[config.mk]
export PLATFORM = sky130hd
export DESIGN_NAME = inst_decode_queue
export DESIGN_NICKNAME = d
export VERILOG_FILES = /design/src/rtl/inst_decode_queue.sv
export SDC_FILE = /design/constraint.sdc
export NUM_CORES = 1
export LEC_CHECK = 0
export ABC_AREA = 1
export BUFFER_PORTS_ARGS = -buffer_cell sky130_fd_sc_hd__buf_2
export CORE_MARGIN = 5
export CORE_UTILIZATION = 59
export CTS_BUF_LIST = sky130_fd_sc_hd__clkbuf_8
export DETAILED_ROUTE_END_ITERATION = 16
export PLACE_DENSITY = 0.89
export REMOVE_ABC_BUFFERS = 1
export SETUP_SLACK_MARGIN = 0.3
export SLEW_MARGIN = 20
export SYNTH_ARGS = -nofsm -noshare
export SYNTH_HDL_FRONTEND = slang
export SYNTH_SLANG_ARGS = --single-unit
[constraint.sdc]
create_clock -name clk -period 20 [get_ports clk]
set_input_delay 5 -clock clk [delete_from_list [all_inputs] [get_ports clk]]
set_output_delay 5 -clock clk [all_outputs]
set_load 0.1 [all_outputs]
[src/rtl/inst_decode_queue.sv]
// inst_decode_queue: buffered MIPS instruction decoder.
// Instruction words are decoded on the input side. The decoded records are held
// in a DEPTH-entry FIFO between fetch and ID/EX.
// Optional feature macro: INST_DECODE_QUEUE_PERF_EN builds the pop counters
// perf_issued and perf_rtype. When it is not defined, both ports are tied to 0.
//
// Handshake (both sides): a transfer happens on a rising edge where valid and
// ready are both high. Ready never depends on valid from the other party.
// in_ready comes from registered occupancy only, so it ignores out_ready.
// flush has priority over any transfer in the same cycle.
module inst_decode_queue #(
  parameter int DEPTH    = 4,
  parameter int PC_WIDTH = 32
) (
  input  logic                       clk,
  input  logic                       reset,
  input  logic                       flush,
  input  logic                       in_valid,
  output logic                       in_ready,
  input  logic [31:0]                in_inst,
  input  logic [PC_WIDTH-1:0]        in_pc,
  output logic                       out_valid,
  input  logic                       out_ready,
  output logic [PC_WIDTH-1:0]        out_pc,
  output logic [5:0]                 out_opcode,
  output logic [4:0]                 out_rs,
  output logic [4:0]                 out_rt,
  output logic [4:0]                 out_rd,
  output logic [4:0]                 out_shamt,
  output logic [5:0]                 out_funct,
  output logic [15:0]                out_imm16,
  output logic [25:0]                out_jt,
  output logic [31:0]                out_imm_ext,
  output logic [1:0]                 out_class,
  output logic [$clog2(DEPTH):0]     count,
  output logic [31:0]                perf_issued,
  output logic [31:0]                perf_rtype
);

  localparam int AW = $clog2(DEPTH);
  localparam int CW = AW + 1;
  localparam logic [CW-1:0] FULL_COUNT = CW'(DEPTH);

  localparam logic [1:0] CLASS_R = 2'd0;
  localparam logic [1:0] CLASS_J = 2'd1;
  localparam logic [1:0] CLASS_I = 2'd2;

  // Decoded record storage, one slot per entry.
  logic [PC_WIDTH-1:0] pc_mem    [DEPTH];
  logic [31:0]         inst_mem  [DEPTH];
  logic [31:0]         imm_mem   [DEPTH];
  logic [1:0]          class_mem [DEPTH];

  logic [AW-1:0] wr_ptr;
  logic [AW-1:0] rd_ptr;

  logic [5:0]  in_opcode;
  logic [15:0] in_imm16;
  logic [1:0]  in_class;
  logic [31:0] in_imm_ext;
  logic        push;
  logic        pop;

  assign in_opcode = in_inst[31:26];
  assign in_imm16  = in_inst[15:0];

  assign in_ready  = (count != FULL_COUNT);
  assign out_valid = (count != '0);
  assign push      = in_valid && in_ready;
  assign pop       = out_valid && out_ready;

  // Input-side decode: instruction class and the extended immediate.
  always_comb begin
    in_class   = CLASS_I;
    in_imm_ext = {{16{in_imm16[15]}}, in_imm16};
    case (in_opcode)
      6'h00:        in_class = CLASS_R;
      6'h02, 6'h03: in_class = CLASS_J;
      default:      in_class = CLASS_I;
    endcase
    case (in_opcode)
      6'h0C, 6'h0D, 6'h0E: in_imm_ext = {16'h0000, in_imm16};
      6'h0F:               in_imm_ext = {in_imm16, 16'h0000};
      default:             in_imm_ext = {{16{in_imm16[15]}}, in_imm16};
    endcase
  end

  // Record storage. It is cleared on reset so the head never reads as X.
  always_ff @(posedge clk or posedge reset) begin
    if (reset) begin
      for (int i = 0; i < DEPTH; i++) begin
        pc_mem[i]    <= '0;
        inst_mem[i]  <= '0;
        imm_mem[i]   <= '0;
        class_mem[i] <= '0;
      end
    end else if (push && !flush) begin
      pc_mem[wr_ptr]    <= in_pc;
      inst_mem[wr_ptr]  <= in_inst;
      imm_mem[wr_ptr]   <= in_imm_ext;
      class_mem[wr_ptr] <= in_class;
    end
  end

  // Pointer and occupancy bookkeeping. flush overrides push and pop.
  always_ff @(posedge clk or posedge reset) begin
    if (reset) begin
      wr_ptr <= '0;
      rd_ptr <= '0;
      count  <= '0;
    end else if (flush) begin
      wr_ptr <= '0;
      rd_ptr <= '0;
      count  <= '0;
    end else begin
      if (push) wr_ptr <= wr_ptr + AW'(1);
      if (pop)  rd_ptr <= rd_ptr + AW'(1);
      case ({push, pop})
        2'b10:   count <= count + CW'(1);
        2'b01:   count <= count - CW'(1);
        default: count <= count;
      endcase
    end
  end

  // The head entry drives every output field.
  always_comb begin
    out_pc      = pc_mem[rd_ptr];
    out_opcode  = inst_mem[rd_ptr][31:26];
    out_rs      = inst_mem[rd_ptr][25:21];
    out_rt      = inst_mem[rd_ptr][20:16];
    out_rd      = inst_mem[rd_ptr][15:11];
    out_shamt   = inst_mem[rd_ptr][10:6];
    out_funct   = inst_mem[rd_ptr][5:0];
    out_imm16   = inst_mem[rd_ptr][15:0];
    out_jt      = inst_mem[rd_ptr][25:0];
    out_imm_ext = imm_mem[rd_ptr];
    out_class   = class_mem[rd_ptr];
  end

`ifdef INST_DECODE_QUEUE_PERF_EN
  logic [31:0] issued_q;
  logic [31:0] rtype_q;

  // Pop counters. They survive flush and wrap naturally at 2^32.
  always_ff @(posedge clk or posedge reset) begin
    if (reset) begin
      issued_q <= '0;
      rtype_q  <= '0;
    end else if (pop && !flush) begin
      issued_q <= issued_q + 32'd1;
      if (out_class == CLASS_R) rtype_q <= rtype_q + 32'd1;
    end
  end

  assign perf_issued = issued_q;
  assign perf_rtype  = rtype_q;
`else
  assign perf_issued = 32'd0;
  assign perf_rtype  = 32'd0;
`endif

endmodule

# == Word level (Yosys, flattened, before mapping) ==
# Index checks and enable logic that the tools add are counted.
# classes
muxes,28
order_cmp,3
n_addsub,4
reduce_logical,12
n_eq_ne,9
bitwise_logic,2
# op_table
cell,n
bitwise mux 128 bit,3
two-way mux 32 bit,7
binary-select mux 32 bit (select 2 bit),3
demux 32 bit (select 2 bit),1
case mux 32 bit (2 select lines),1
"== test 6 x 4 -> 1 bit, second input constant",4
two-way mux 2 bit,7
"== test 6 x 2 -> 1 bit, second input constant",2
bitwise mux 8 bit,1
"greater-or-equal comparator 3 bit, second input constant",2
logical NOT 6 bit,1
inverter 2 -> 3 bit,2
case mux 3 bit (2 select lines),1
nonzero test 3 bit,2
"adder 2 x 1 -> 2 bit, second input constant",2
binary-select mux 2 bit (select 2 bit),1
demux 2 bit (select 2 bit),1
logical AND 1 bit,4
case mux 2 bit (2 select lines),1
nonzero test 2 bit,2
"adder 3 x 1 -> 3 bit, second input constant",1
"less-than comparator 3 x 1 -> 1 bit, second input constant",1
two-way mux 3 bit,1
"inequality test 3 bit, second input constant",1
other kinds (6),6
# word_totals
elab_cells,77
in_bits,69
regBits,399
output_inout_bits,209

# == Longest topological paths before layout ==
# depth
ltp_word,6
depth_mapped,12
mapped_depth_nobuf,12

# == Least setup slack after synthesis ==
# OpenSTA, ideal clock, no wires.
# synth_timing
kind,flip-flop to output port
startpoint,register rd_ptr[0]
endpoint,output port out_jt[14]
n_path_buf,4
path_stages_with_launch,8
path_slack_ps,11859
arrival_ps,3141
t_required_ps,15000
path_cell_list,dfrtp_1 -> buf_2 -> clkinv_1 -> buf_2 -> clkbuf_1 -> nor2_1 -> o22ai_1 -> buf_4
# synth_via
elab_chain_len,4
# synth_rtl
item,line,rtl
start: declaration,55,logic [AW-1:0] rd_ptr;
start signal: assignment,117,if (pop) rd_ptr <= rd_ptr + AW'(1);
inverter 2 -> 3 bit,--,
binary-select mux 32 bit (select 2 bit),--,
two-way mux 32 bit (2 in a row),--,
end: declaration,32,"output logic [25:0] out_jt,"
# No other way between the ends. The select of a mux whose other input is x is not followed.

# == Worst setup path in the final report ==
# layout_timing
startpoint,register rd_ptr[0]
endpoint,output port out_imm16[11]
# layout_via
elab_chain_len,4
# layout_rtl
item,line,rtl
inverter 2 -> 3 bit (implied by the code),135,out_imm16 = inst_mem[rd_ptr][15:0];
binary-select mux 32 bit (select 2 bit),135,
two-way mux 32 bit,--,
two-way mux 32 bit (implied by the code),135,
end: declaration,31,"output logic [15:0] out_imm16,"
# No other way between the ends. The select of a mux whose other input is x is not followed.

==> run_results.csv <==
group,metric,value,unit
placement,io_buffers,213,
timing,slew_viol_final,0,
synth,synth_top_family_by_area,"simple AND/OR/NAND/NOR gates",
global_route,track_usage,0.263,
synth,syn_inst,2226,
floorplanning,fp.dieW,187,um
synth,yosysMostFrequentCell,"nand2_1",
synth,yosys-top-cells-area,"dfrtp_1, nand2_1, o21ai_0",
floorplanning,ios,278,
hold_path,hp-class,"reg -> reg",
timing,final_hold_viol_count,0,
synth,yosys.area.top_type,"dfrtp_1",
setup_path,critPathCaptureType,"primary output",
global_route,grt_max_degree,113,
synth,ys_types,29,
timing,fin_skew,18.4,ps
setup_path,crit_type,"reg -> out",
setup_path,crit_slowest_cell,"buf_4",
final_layout,final_nets,2405,
setup_path,crit_chain,"inv_6, buf_4, o21ai_0, o22ai_1, buf_2",
synth,ys_ff_latch,399,
cts,root_buffer,"clkbuf_8",
synth,synthSimpleGateAreaFrac,0.190,
final_layout,area_growth,9.21,%
timing,fin_setup_tns,0,ps
routing,route.detailed.drc,0,
placement,dpl.hpwl,26.8,mm
routing,dr_total_vias,15845,
synth,synth_compound_area_frac,0.164,
timing,worst_slew_pin_slew,1070,ps
floorplanning,coreArea,31300,um^2
synth,syn-cell-area,18500,um^2
cts,cts_resized,0,
cts,post_cts_buffers,0,
timing,slew_headroom,0.287,
final_layout,layout-drive-gt1-share,0.149,
setup_path,regToRegSetupSlack,16820,ps
synth,yosysWarnings,0,
timing,max_freq,116,MHz
timing,period_needed,8590,ps
cts,cts.sinks,399,
setup_path,cp_slowest_stage_delay,890,ps
cts,clockBufferDepth,3,
cts,ctsHoldBuffers,0,
setup_path,cp-start-kind,"flip-flop",
cts,clock_latency,570,ps
synth,synth_common_cells,"nand2_1, o21ai_0, dfrtp_1, nor2_1, buf_4",
synth,synth_top_cell_area_share,0.539,
synth,async_flop_share,1.00,
job,maxCapViolations,0,
placement,gp_congestion,0.789,
routing,drtIter0Drc,1554,
routing,first_pass_iters,6,
global_route,grt_pass1_vias,15474,
global_route,antenna_found_initial,1,
global_route,grt.overflow.total,0,
global_route,grt_pass1_wl,77.3,mm
floorplanning,rows,65,
setup_path,crit_fanout,102,
timing,final-setup-viol-count,0,
cts,clk_pin_slew,60,ps
setup_path,required,15000,ps
synth,synthAdderAreaFrac,0.00378,
cts,cts_tree,"done",
floorplanning,initial_utilization,0.592,
outcome,status,"complete, no violations",
cts,tritoncts.num_buffers,67,
routing,avgRoutedWirePerCell,17.0,um
synth,synth_xor_area_frac,0.000473,
timing,period_share,0.429,
synth,yosys-mux-area-fraction,0,
setup_path,critPathArrivalTime,3590,ps
floorplanning,die_h,187,um
synth,ys.flop_type,"dfrtp_1",
routing,vias_per_cell,5.69,
routing,routed_wl,47.2,mm
cts,htree_levels,3,
synth,synth-edff-count,0,
timing,rsz0062_at_grt,"no",
routing,ant_nets,0,
floorplanning,die-area,35100,um^2
synth,avgSynthCellArea,8.33,um^2
synth,yosysSeqAreaShare,0.539,
## critical path, delay by kind of cell, from the launching register on
family                 cells  cell delay (ps)
AOI/OAI and AO/OA          2              520
buffers and inverters      3             1900
DFF                        1              500
## stage by stage
step           cells  setup slack [ps]   util  hold WS [ps]  cell area (um^2)
2_1_floorplan   2036              3900      -           444             17100
3_3_place_gp    2664             11970  0.603           456             18900
3_5_place_dp    2664             11880  0.603           461             18900
4_1_cts         2782             11230  0.646           477             20200
5_1_grt         2783             11130  0.646           498             20200
6_report        2783             11410  0.646           477             20200
## sequential cells by signal, indices dropped and copies added, names as in the netlist
signal,flops
count,3
inst_mem,128
imm_mem,128
pc_mem,128
class_mem,8
wr_ptr,2
rd_ptr,2
## path summary, 6_finish.rpt
check | startpoint | end | cells past startpoint
max | rd_ptr[0] | out_imm16[11] | 5
min | imm_mem[56] | imm_mem[56] | 2
max reg2reg | count[0] | imm_mem[112] | 9
min reg2reg | imm_mem[56] | imm_mem[56] | 2
max in group asynchronous | reset | imm_mem[29] | 4
min in group asynchronous | reset | pc_mem[24] | 2
## kinds of logic (layout without fill, tap and decap cells)
group / Yosys count / after routing
AOI/OAI and AO/OA: 573 / 573
other: 1 / 65
buffers and inverters: 332 / 423
DFF: 399 / 399
xor gates and xnor gates: 1 / 1
adders and majority gates: 5 / 5
and+or+nand+nor: 915 / 915
## per-layer routing
layer,part of all wire,GRT usage
met5,0,0
met4,0.025,0.0941
met3,0.095,0.0476
met2,0.48,0.427
met1,0.40,0.359
## cell usage in the layout (no fill, tap or decap), types with 3 or more instances in the layout
master	Yosys	routed
a21oi_1	3	3
buf_2	33	213
buf_4	118	9
buf_6	25	4
clkbuf_8	0	85
clkinv_2	0	9
conb_1	1	64
dfrtp_1	399	397
ha_1	4	4
inv_1	73	91
inv_2	4	4
inv_6	0	4
nand2_1	684	684
nand2_8	0	4
nand3_1	4	4
nor2_1	215	215
o21ai_0	429	429
o21ai_1	32	32
o21ai_2	10	10
o22ai_1	98	98
## area by class of cell
| class | count | area (um^2) |
|---|---|---|
| Timing Repair Buffer | 226 | 1180 |
| Clock buffer | 85 | 1170 |
| Fill cell | 2535 | 11100 |
| Inverter | 79 | 310 |
| Clock inverter | 33 | 183 |
| Tap cell | 402 | 503 |
| Sequential cell | 399 | 9990 |
| Antenna cell | 1 | 2.50 |
| Multi-Input combinational cell | 1558 | 6900 |
Power is not shown: default switching activity piles up to over one toggle a cycle in this logic, so the estimate is an artifact.
